### src/rtl/night_phase_pkg.sv
// Shared phase encoding, lane codes and helpers for the night-time lane sequencer.
package night_phase_pkg;

    typedef enum logic [2:0] {
        B_GO      = 3'd0,
        B_CLEAR   = 3'd1,
        A_GO      = 3'd2,
        A_CLEAR   = 3'd3,
        FLASH_ON  = 3'd4,
        FLASH_OFF = 3'd5
    } phase_t;

    typedef logic [1:0] lane_code_t;

    localparam lane_code_t GO   = 2'b11;
    localparam lane_code_t CLR  = 2'b01;
    localparam lane_code_t STOP = 2'b00;

    function automatic int max3(input int a, input int b, input int c);
        int m;
        m = (a > b) ? a : b;
        return (m > c) ? m : c;
    endfunction

endpackage

### src/rtl/night_phase_sequencer_dwell_counter.sv
// Tick-driven dwell counter: counts advance strobes and flags the last tick of a dwell.
module dwell_counter #(
    parameter int CNT_W = 4
) (
    input  logic             clk,
    input  logic             rst,
    input  logic             clear,
    input  logic             advance,
    input  logic [CNT_W-1:0] dur,
    output logic             expire
);

    localparam logic [CNT_W-1:0] ONE = CNT_W'(1);

    logic [CNT_W-1:0] count;

    assign expire = (count == dur - ONE);

    // NOTE: sequential state is written with <= only, so every register samples pre-edge values.
    always_ff @(posedge clk) begin
        if (!rst || clear) begin
            count <= '0;
        end else if (advance) begin
            count <= expire ? '0 : count + ONE;
        end
    end

endmodule

### src/rtl/night_phase_sequencer.sv
// Alternates lane groups A/B through timed go/clear phases, or flashes all lanes.
module night_phase_sequencer
    import night_phase_pkg::*;
#(
    parameter int NUM_LANES   = 4,
    parameter int GO_TICKS    = 8,
    parameter int CLEAR_TICKS = 2,
    parameter int FLASH_TICKS = 1,
    localparam int CNT_W      = $clog2(max3(GO_TICKS, CLEAR_TICKS, FLASH_TICKS)) + 1
) (
    input  logic                   clk,
    input  logic                   rst,
    input  logic                   tick_en,
    input  logic                   flash_mode,
    output logic [2*NUM_LANES-1:0] laneOutput,
    output logic [2:0]             phase,
    output logic                   phase_done
);

    // Lane 0 is group A (stop in B_GO), lane 1 is group B (go in B_GO), repeated.
    localparam logic [2*NUM_LANES-1:0] RESET_LANES = {(NUM_LANES/2){GO, STOP}};

    phase_t                 state;
    phase_t                 state_next;
    logic [CNT_W-1:0]       dur;
    logic                   bad_state;
    logic                   expire;
    logic                   commit;
    lane_code_t             code_a;
    lane_code_t             code_b;
    logic [2*NUM_LANES-1:0] lane_next;

    // NOTE: every always_comb output gets a default first so no path can infer a latch.
    always_comb begin
        dur       = CNT_W'(GO_TICKS);
        bad_state = 1'b0;
        case (state)
            B_GO, A_GO:          dur = CNT_W'(GO_TICKS);
            B_CLEAR, A_CLEAR:    dur = CNT_W'(CLEAR_TICKS);
            FLASH_ON, FLASH_OFF: dur = CNT_W'(FLASH_TICKS);
            default:             bad_state = 1'b1;
        endcase
    end

    dwell_counter #(.CNT_W(CNT_W)) u_dwell (
        .clk     (clk),
        .rst     (rst),
        .clear   (bad_state),
        .advance (tick_en),
        .dur     (dur),
        .expire  (expire)
    );

    // The pulse marks the commit cycle itself, so it cannot be a registered copy.
    assign commit     = rst && tick_en && expire && !bad_state;
    assign phase_done = commit;

    // A GO always hands over to its CLEAR; flash is only entered from a CLEAR.
    always_comb begin
        state_next = state;
        case (state)
            B_GO:      if (commit) state_next = B_CLEAR;
            B_CLEAR:   if (commit) state_next = flash_mode ? FLASH_ON  : A_GO;
            A_GO:      if (commit) state_next = A_CLEAR;
            A_CLEAR:   if (commit) state_next = flash_mode ? FLASH_ON  : B_GO;
            FLASH_ON:  if (commit) state_next = flash_mode ? FLASH_OFF : B_GO;
            FLASH_OFF: if (commit) state_next = flash_mode ? FLASH_ON  : B_GO;
            default:   state_next = B_GO;
        endcase
    end

    always_comb begin
        code_a = STOP;
        code_b = STOP;
        case (state_next)
            B_GO:     code_b = GO;
            B_CLEAR:  code_b = CLR;
            A_GO:     code_a = GO;
            A_CLEAR:  code_a = CLR;
            FLASH_ON: begin
                code_a = CLR;
                code_b = CLR;
            end
            default: ;
        endcase
    end

    for (genvar i = 0; i < NUM_LANES; i++) begin : g_lane
        if (i % 2 == 0) begin : g_group_a
            assign lane_next[2*i +: 2] = code_a;
        end else begin : g_group_b
            assign lane_next[2*i +: 2] = code_b;
        end
    end

    always_ff @(posedge clk) begin
        if (!rst) begin
            state      <= B_GO;
            phase      <= B_GO;
            laneOutput <= RESET_LANES;
        end else begin
            state      <= state_next;
            phase      <= state_next;
            laneOutput <= lane_next;
        end
    end

endmodule

### config.mk
export PLATFORM = sky130hd
export DESIGN_NAME = night_phase_sequencer
export DESIGN_NICKNAME = d
export VERILOG_FILES = /design/src/rtl/night_phase_pkg.sv /design/src/rtl/night_phase_sequencer_dwell_counter.sv /design/src/rtl/night_phase_sequencer.sv
export SDC_FILE = /design/constraint.sdc
export NUM_CORES = 1
export LEC_CHECK = 0
export CORE_UTILIZATION = 53
export DETAILED_ROUTE_END_ITERATION = 16
export GPL_TIMING_DRIVEN = 0
export PLACE_DENSITY = 0.83
export RECOVER_POWER = 100
export SYNTH_ARGS = -nofsm -noshare
export SYNTH_HDL_FRONTEND = slang
export SYNTH_HIERARCHICAL = 1
export SYNTH_SLANG_ARGS = --single-unit
### constraint.sdc
create_clock -name clk -period 6.9 [get_ports clk]
set_input_delay 1.035 -clock clk [delete_from_list [all_inputs] [get_ports clk]]
set_output_delay 1.035 -clock clk [all_outputs]
set_load 0.005 [all_outputs]
==> results of run 1 <==
[layout by cell type, fill, tap and decap left out, drive strengths merged, types with 3 or more instances in the layout]
cell type	netlist	layout
nor2	5	5
xnor2	4	4
a21oi	5	5
nand2b	5	5
dfxtp	11	11
and2	3	3
nand3	3	3
buf	6	6
clkbuf	3	7
nand2	6	6
dlygate4sd3	0	12
o21ai	3	3
nor3	3	3
inv	7	7
o311ai	3	3
[path summary, 6_finish.rpt]
path	endpoint	slack [ns]
worst min register to register	u_dwell/count[2]	0.52
worst max register to register	laneOutput[6]	3.65
worst min-delay path	u_dwell/count[2]	0.52
worst max-delay path	phase_done	2.29
[sequential cells by signal, summed over array words and instances (netlist names)]
register       flops
laneOutput         4
u_dwell/count      4
state              3
[layout make-up]
| class | count | area share (%) |
|---|---|---|
| well taps | 15 | 1.923 |
| multi-input cells | 68 | 49.62 |
| clock buffers | 4 | 2.692 |
| plain buffers | 9 | 6.154 |
| repair buffers | 14 | 14.36 |
| flip-flops and latches | 11 | 22.56 |
| inverters | 7 | 2.692 |
[cell families after synthesis]
kind of cell               count (synthesis)
and+or+nand+nor                           34
AOI/OAI and AO/OA                         23
buffers and inverters                     16
DFF                                       11
xor gates and xnor gates                   6
adders and majority gates                  2
other                                      1
muxes                                      1
[tightest hold or removal path: cells and delay by family (launching register included)]
family / cells / cell delay (ns)
AO/OA/AOI/OAI: 1 / 0.06
buffers and inverters: 1 / 0.06
flip-flops: 1 / 0.34
[report_power, final]
| group | internal (mW) | total [mW] | leakage (nW) | switching [mW] |
|---|---|---|---|---|
| Clock | 0.0224 | 0.0449 | 0.0150 | 0.0224 |
| Combinational | 0.00533 | 0.0124 | 0.278 | 0.00710 |
| Sequential | 0.0644 | 0.0656 | 0.0890 | 0.00124 |
| Total | 0.0922 | 0.123 | 0.382 | 0.0308 |
[per-layer routing]
metal	track usage (%)	vias up	wire length [um]
met4	5.000	0	17
met5	0	-	0
met2	36.11	24	693
met3	9.783	4	92
li1	-	369	-
met1	32.89	325	762
[per-stage QoR]
| stage | setup WS, ns | power, mW | util [%] |
|---|---|---|---|
| after floorplan | 3.628 | 0.07564 | - |
| after global placement | 2.880 | 0.07946 | 70.71 |
| after detailed placement | 2.786 | 0.07991 | 70.71 |
| after CTS | 2.456 | 0.1252 | 72.66 |
| after global routing | 2.065 | 0.1296 | 72.29 |
| final | 2.292 | 0.1229 | 72.29 |
==> metrics.md, run 1 <==
| Metric | Value |
|---|---|
| Fin Setup TNS | `0 ns` |
| Remaining DRCs | `0` |
| Top delay family on crit path | `simple AND/OR/NAND/NOR gates` |
| Slew Viols, Final | `0` |
| Fraction of the mapped netlist area in simple logic gates | `27.33%` |
| Register area | `220.2 um2` |
| Stages on the worst setup path | `10` |
| Clock period minus worst slack | `4.608 ns` |
| IO Pins | `16` |
| Hold Path Origin | `u_dwell/count[2]` |
| Hold_ws | `between 0.5 and 0.6 ns` |
| Placed cell count | `124` |
| Warnings from Yosys | `6` |
| Filler Cell Count | `119` |
| Normalized max-slew margin | `64.08%` |
| Pwr/cell area | `~130 nW/um2` |
| Die ar. | `between 1500 and 2000 um2` |
| Mapped Cells | `94` |
| Leading area contributor after synthesis | `dfxtp_1` |
| Die X-Extent | `around 41 um` |
| Final Hold Fails | `0` |
| Core ar. | `1350 um2` |
| CTS hold repair buffers | `0` |
| Final period util | `66.79%` |
| Reg clk slew, reported paths | `approximately 0.070 ns` |
| Buf/Inv on CP | `3` |
| Pre-Repair DR Iteration Count | `4` |
| Arrival time at the worst endpoint | `3.57 ns` |
| Gr ovfl total | `0` |
| Post-placement cell area | `954.7 um2` |
| Via count | `722` |
| Global-route wire length before repair | `2.622 mm` |
| Ys flop type | `dfxtp_1` |
| Async S/R FF share, synth | `0%` |
| Final cell count without fillers | `128` |
| Worst VDD drop | `0.1313 mV` |
| Layout cell share with drive strength beyond 1 | `14.16%` |
| Final setup vio count | `0` |
| Total CTS buffers | `3` |
| Post-detail-place hpwl | `1.157 mm` |
| DRT antenna net count | `0` |
| Worst hold path depth | `2` |
| Initial Util | `about three fifths` |
| Worst Tran Pin Value | `0.5347 ns` |
| Critical Path RT | `~6 ns` |
| Synth Area in Compound Gates | `roughly 21%` |
| Final net count | `120` |
| Number of synthesized flops with an enable pin | `0` |
| Reg-to-Reg Start | `state[1]` |
| Critical path class | `flip-flop to output pin` |
| Post-route cell area | `975.9 um2` |
| Worst skew pair latency | `0.28 ns` |
| Post-synth top area share | `27.80%` |
| # Post-CTS Setup Buffers | `0` |
| Status | `finished clean` |
| Via density | `around 5.6` |
| Max-Cap Viols | `0` |
| DRT iter0 DRCs | `32` |
| Area Overhead vs Synth | `23.22%` |
| Adder-Cell Fraction of Synth Area | `3.160%` |
| Largest family of logic cells by synthesized area | `simple AND/OR/NAND/NOR gates` |
| Initial antenna violation count | `0` |
| R2R depth | `10` |
| Fin Clk Skew | `0.006807 ns` |
| GRT Resource Usage Total | `between 20% and 30%` |
| PostCTS Resize Cnt | `0` |
| Multi-input logic area | `484.2 um2` |
| Mean Syn Cell Area | `around 8.4 um2` |
| Library cells used by synthesis | `43` |
| Row count | `13` |
| Vias in the first global route | `598` |
| CTS tree | `yes` |
| I/O Buffers | `14` |
| RSZ-0062 raised after global routing | `no` |
| Critical Path End Type | `output pin` |
| Lkg Pwr | `0.3817 nW` |
| WL final | `1.565 mm` |
| Final GP Congestion | `0.8609` |
| Clk sinks | `11` |
| Flops & latches, synth | `11` |
| Top cells by area, synth | `dfxtp_1, buf_4, nand2b_1, inv_1, o311ai_1` |
| Max clock buf depth | `2` |
| Fmax | `0.2170 GHz` |
| Post-synthesis xor/xnor area fraction | `7.583%` |
| ANT cells | `0` |
| Slowest cell delay on critical path | `about 0.58 ns` |
| Worst setup SP type | `flip-flop` |
| Area of the mapped netlist | `792.0 um2` |
| Hold Crit Class | `flip-flop to flip-flop` |
| Most frequent cell after synthesis | `dfxtp_1` |
| Highest-delay cell along the critical path | `dlygate4sd3_1` |
| Chip Height | `40.66 um` |
| Post-DR wirelength/cell | `12.23 um` |
| Root Driver | `clkbuf_4` |
| Seq/Total Area, Yosys | `27.80%` |
| Commonest cells in the netlist | `dfxtp_1, inv_1, nand2_1` |
| Largest net degree at the start of global routing | `13` |
| CP max FO | `10` |
| H-tree levels | `1` |
| Setup crit start | `state[1]` |
| Post-synthesis mux area share | `between 1 and 1.5%` |
| Crit path cell chain | `clkbuf_1, nor2_1, inv_1, ha_1, xnor2_1, xnor2_1, nor3_1, nand3_1, nor2_1, dlygate4sd3_1` |
Note: power is estimated with default switching activity, not from simulation.
==> run 2, diff against run 1 <==
Settings changed: CORE_UTILIZATION 53 to 44, PLACE_DENSITY 0.83 to 0.74.
Clock period 6.9 ns to 4 ns, I/O delays scaled along.
==> run 2 against run 1 <==
Total power increased by 75%. Via count is 1.5% higher. Clock power is 79% higher. Non-clock buffer count stayed put. Clock skew decreased by 0.0053 ns. First-iteration DRC count up 6.3%. Critical path depth is the same. Combinational power rose by 72%. Cell count increased by 7.0%. Sequential power grew 72%. Largest power group unchanged.
==> metrics.md, run 2 (synthesis results as in run 1) <==
| Metric | Value |
|---|---|
| # Post-CTS Setup Buffers | `0` |
| Reg-to-Reg Start | `state[1]` |
| Flop-to-flop setup slack | `1.12 ns` |
| WL final | `~1.6 mm` |
| DRT antenna net count | `0` |
| Final cell count without fillers | `137` |
| Initial Util | `49.69%` |
| Vias in the first global route | `645` |
| Final setup vio count | `0` |
| Lkg Pwr | `roughly 0.37 nW` |
| Die ar. | `1974 um2` |
| Max clock buf depth | `2` |
| Worst skew pair latency | `around 0.27 ns` |
| Pwr/cell area | `219.1 nW/um2` |
| Fmax | `0.2699 GHz` |
| Post-detail-place hpwl | `1.149 mm` |
| ANT cells | `0` |
| Chip Height | `around 44 um` |
| Final GP Congestion | `0.8231` |
| Via density | `5.350` |
| Worst VDD drop | `0.1840 mV` |
| NetSw | `0.05600 mW` |
| GRT Resource Usage Total | `18.77%` |
| Reg clk slew, reported paths | `0.08 ns` |
| Clk sinks | `11` |
| Slew Viols, Final | `0` |
| R2R depth | `10` |
| Sw Ratio | `26.08%` |
| Post-DR wirelength/cell | `around 12 um` |
| Via count | `733` |
| Hold_ws | `0.5220 ns` |
| Commonest non-fill, non-tap cell in the layout | `dlygate4sd3_1` |
| Status | `finished clean` |
| Most frequent cells in the layout | `dlygate4sd3_1, dfxtp_1, inv_1` |
| Final Hold Fails | `0` |
| Placed cell count | `133` |
| IO Pins | `16` |
| Gr ovfl total | `0` |
| DRT iter0 DRCs | `34` |
| Max-Cap Viols | `0` |
| Total CTS buffers | `3` |
| RSZ-0062 raised after global routing | `no` |
| Power, Total | `0.2147 mW` |
| Core ar. | `1594 um2` |
| Root Driver | `clkbuf_4` |
| Initial antenna violation count | `0` |
| Register area | `220.2 um2` |
| Final net count | `120` |
| CP max FO | `10` |
| Critical Path RT | `3.40 ns` |
| Sequential share of power | `52.7%` |
| Worst R2R End | `laneOutput[6]` |
| Global-route wire length before repair | `2.760 mm` |
| Remaining DRCs | `0` |
| Largest registers | `laneOutput x4, u_dwell/count x4, state x3` |
| Pre-Repair DR Iteration Count | `4` |
| Area Overhead vs Synth | `23.70%` |
| Fin Clk Skew | `0.001458 ns` |
| CTS tree | `yes` |
| Final period util | `between 90 and 100%` |
| Clock period minus worst slack | `between 3 and 4 ns` |
| H-tree levels | `1` |
| Hold Crit Class | `flip-flop to flip-flop` |
| I/O Buffers | `14` |
| Hold Path Origin | `u_dwell/count[2]` |
| Worst setup SP type | `flip-flop` |
| Util after Layout | `61.46%` |
| Logic pwr share | `9.9%` |
| Multi-input logic area | `476.7 um2` |
| Layout cell share with drive strength beyond 1 | `15.04%` |
| Arrival time at the worst endpoint | `between 3 and 4 ns` |
| Clock network fraction of total power | `37.4%` |
| CTS hold repair buffers | `0` |
| Die X-Extent | `between 40 and 50 um` |
| Row count | `14` |
| Critical path class | `flip-flop to output pin` |
| Largest net degree at the start of global routing | `13` |
| Internal power | `approximately 0.16 mW` |
| Worst hold path depth | `2` |
| Critical Path End Type | `output pin` |
| WHS Endpoint | `u_dwell/count[2]` |
| Filler Cell Count | `approximately 150` |
| Fin Setup TNS | `0 ns` |
## run 2: through the flow
stage,setup WS (ns),instance area (um2)
2_1_floorplan,1.163,795.8
5_1_grt,0.06221,979.7
3_3_place_gp,0.3745,965.9
3_5_place_dp,0.3258,965.9
4_1_cts,0.001135,992.2
6_report,0.2946,979.7
## run 2: power groups by stage
stage | sequential [mW] | combinational (mW) | clock [mW]
final | 0.113 | 0.0213 | 0.0803
after global routing | 0.113 | 0.0243 | 0.0872
after CTS | 0.113 | 0.0224 | 0.0799
after detailed placement | 0.116 | 0.0222 | 0
after global placement | 0.116 | 0.0216 | 0
after floorplan | 0.115 | 0.0152 | 0
## run 2: cell type report
class                      instances  area share (%)
sequential                        11           22.48
clock buffer                       4           2.682
buffer                             9           6.130
tap                               24           3.065
inverter                           7           2.682
timing repair buffer              14           14.30
multi-input combinational         68           48.66
## run 2: timing repair
item / 4_1_cts / 5_1_grt
endpoints found under the setup margin: 0 / 1
gates resized for setup: 0 / 2
endpoints found under the hold margin: 0 / 0
## run 2: worst max path at each step
stage             start    endpoint  slack [ns]
2_1_floorplan  state[1]  phase_done        1.16
3_3_place_gp   state[1]  phase_done        0.37
6_report       state[1]  phase_done        0.29
4_1_cts        state[1]  phase_done       0.001
3_5_place_dp   state[1]  phase_done        0.33
5_1_grt        state[1]  phase_done        0.06
## run 2: per-layer routing
metal / share of wire (%) / wire, um / GRT usage [%]
met1: 51 / 818 / 26.13
met4: 0.63 / 10 / 5.455
met2: 43 / 688 / 29.41
met3: 4.9 / 78 / 3.673
met5: 0 / 0 / 0
## run 2: worst max-delay path, stage by stage (launching register included)
cell	delay, ns
dfxtp_1	0.33
clkbuf_1	0.21
nor2_2	0.28
inv_1	0.08
ha_1	0.31
xor2_1	0.18
nand2_1	0.17
nor3_2	0.33
nand3_2	0.23
nor2_1	0.13
dlygate4sd3_1	0.57
==> run 3, diff against run 2 <==
Settings changed: ABC_AREA from default to 1, CORE_UTILIZATION 44 to 30, PLACE_DENSITY 0.74 to 0.55.
==> run 3 against run 2 <==
Area after synthesis down 8.7%. Register-to-register slack better by 0.30 ns. First-iteration DRC count down 47%. Worst hold slack better by 0.014 ns. Global-route usage down 4.7 points. Total power down 0.75%. Highest routed layer unchanged.
==> metrics.md, run 3 <==
| Metric | Value |
|---|---|
| Total CTS buffers | `3` |
| DRT antenna net count | `0` |
| Initial Util | `32.38%` |
| Placed cell count | `159` |
| Fin Clk Skew | `0.01004 ns` |
| Critical Path End Type | `output pin` |
| ANT cells | `0` |
| Area of the mapped netlist | `723.2 um2` |
| Worst skew pair latency | `0.27 ns` |
| CTS hold repair buffers | `0` |
| Worst R2R End | `laneOutput[6]` |
| Worst VDD drop | `0.1408 mV` |
| Most frequent cells in the layout | `nand2_1, inv_1, nor2_1` |
| WL final | `1.471 mm` |
| Chip Height | `about 50 um` |
| Fin Setup TNS | `0 ns` |
| WHS Endpoint | `u_dwell/count[0]` |
| Remaining DRCs | `0` |
| Gr ovfl total | `0` |
| Post-DR wirelength/cell | `9.025 um` |
| Mean Syn Cell Area | `6.289 um2` |
| Post-detail-place hpwl | `1.169 mm` |
| Hold Path Origin | `u_dwell/count[0]` |
| PostCTS Resize Cnt | `0` |
| Initial antenna violation count | `0` |
| Fmax | `between 0.2 and 0.3 GHz` |
| Util after Layout | `41.57%` |
| CP max FO | `6` |
| Lkg Pwr | `0.4811 nW` |
| Commonest non-fill, non-tap cell in the layout | `nand2_1` |
| Via density | `4.294` |
| Top cells by area, synth | `dfxtp_1, nand2_1, inv_1, nor2_1, nand3_1` |
| RSZ-0062 raised after global routing | `no` |
| Row count | `17` |
| Hold Crit Class | `flip-flop to flip-flop` |
| Core ar. | `2233 um2` |
| R2R depth | `16` |
| Warnings from Yosys | `6` |
| Ys flop type | `dfxtp_1` |
| Die ar. | `2611 um2` |
| Via count | `700` |
| Slew Viols, Final | `0` |
| Layout cell share with drive strength beyond 1 | `11.11%` |
| Commonest cells in the netlist | `nand2_1, inv_1, nor2_1, dfxtp_1, nand3_1` |
| Final Hold Fails | `0` |
| Pwr/cell area | `229.5 nW/um2` |
| Number of synthesized flops with an enable pin | `0` |
| Pre-CTS setup slack | `1.100 ns` |
| Clock period minus worst slack | `~3.4 ns` |
| Clk sinks | `11` |
| Largest net degree at the start of global routing | `9` |
| Vias in the first global route | `661` |
| Final cell count without fillers | `163` |
| I/O Buffers | `15` |
| Hold_ws | `0.5356 ns` |
| Seq/Total Area, Yosys | `a little under a third` |
| Critical path class | `flip-flop to output pin` |
| Post-synth top area share | `just over 30%` |
| Async S/R FF share, synth | `0%` |
| Global-route wire length before repair | `2.711 mm` |
| Critical Path RT | `~3.4 ns` |
| Library cells used by synthesis | `24` |
| Area Overhead vs Synth | `28.37%` |
| Worst setup SP type | `flip-flop` |
| DRT iter0 DRCs | `18` |
| Arrival time at the worst endpoint | `roughly 2.8 ns` |
| Most frequent cell after synthesis | `nand2_1` |
| Final net count | `142` |
| CTS tree | `yes` |
| Worst hold path depth | `2` |
| Mapped Cells | `~120` |
| Flops & latches, synth | `11` |
| Largest registers | `laneOutput x4, u_dwell/count x4, state x3` |
| Final setup vio count | `0` |
| Reg-to-Reg Start | `state[2]` |
| Leading area contributor after synthesis | `dfxtp_1` |
| Final period util | `84.28%` |
| Root Driver | `clkbuf_4` |
| Pre-Repair DR Iteration Count | `5` |
| Reg clk slew, reported paths | `0.08 ns` |
| Final GP Congestion | `0.8317` |
| Max clock buf depth | `2` |
| IO Pins | `16` |
| Setup crit start | `state[2]` |
| H-tree levels | `1` |
| Flop-to-flop setup slack | `approximately 1.4 ns` |
| Die X-Extent | `roughly 50 um` |
| GRT Resource Usage Total | `between 10% and 20%` |
| Final WS setup | `0.6288 ns` |
| Max-Cap Viols | `0` |
| Status | `finished clean` |
| # Post-CTS Setup Buffers | `0` |
## run 3: changes by cell type after synthesis, sizes merged, moves of 3 or more
cell    change
a21oi       -3
o21ai       +4
inv        +17
nor2       +11
nand2      +23
o311ai      -3
nand2b      -5
nand3       +7
clkbuf      -3
## run 3: worst max-delay path, cell delays in order (launching register included)
cell	delay, ns
dfxtp_1	0.43
inv_1	0.11
nor2_1	0.14
clkinv_1	0.14
ha_1	0.31
or2_0	0.10
nand3_1	0.07
nor2_1	0.10
nand2_1	0.12
inv_1	0.13
nand3_2	0.08
nor2_1	0.21
clkdlybuf4s50_1	0.55
## run 3: how the worst max path moves through the flow
stage          slack, ns    endpoint  cells after the start
2_1_floorplan       1.79  phase_done                     11
3_3_place_gp        1.09  phase_done                     12
3_5_place_dp        1.10  phase_done                     12
5_1_grt             0.29  phase_done                     12
6_report            0.63  phase_done                     12
4_1_cts             0.76  phase_done                     12
## run 3: kinds of logic (layout without fill, tap and decap cells)
logic type,Yosys count,in the layout,synth area share (%)
flip-flops,11,11,30.45
AND/OR/NAND/NOR,61,61,38.58
buffers and inverters,28,47,16.61
AO/OA/AOI/OAI,9,9,6.746
XOR/XNOR,3,3,3.634
adder cells (fa/ha/maj),2,2,3.460
other,1,2,0.5185
## run 3: routing by layer
layer  up-vias  GRT usage (%)  wire length [um]
li1        386              -                 -
met1       300          18.28               719
met2        12          21.93               689
met3         2          1.786                44
met4         0          8.333                17
met5         -              0                 0
## run 3: metrics by stage
stage / area (um2) / power (mW)
global placement: 912.1 / 0.1361
detailed placement: 912.1 / 0.1368
CTS: 938.4 / 0.2174
finish: 928.4 / 0.2131
global route: 928.4 / 0.2266
floorplan: 726.9 / 0.1288
## run 3: cell type report
class                      instances  area (um2)
fill                             249        1305
multi-input combinational         77       376.6
sequential                        11       220.2
timing repair buffer              15       150.1
inverter                          24       90.09
tap                               28       35.03
buffer                             4       30.03
clock buffer                       4       26.28
## run 3: power breakdown
group / switching [mW] / total [mW] / leakage (nW) / internal, mW
Clock: 0.0405 / 0.0791 / 0.0150 / 0.0386
Combinational: 0.0120 / 0.0204 / 0.377 / 0.00837
Sequential: 0.00212 / 0.114 / 0.0892 / 0.112
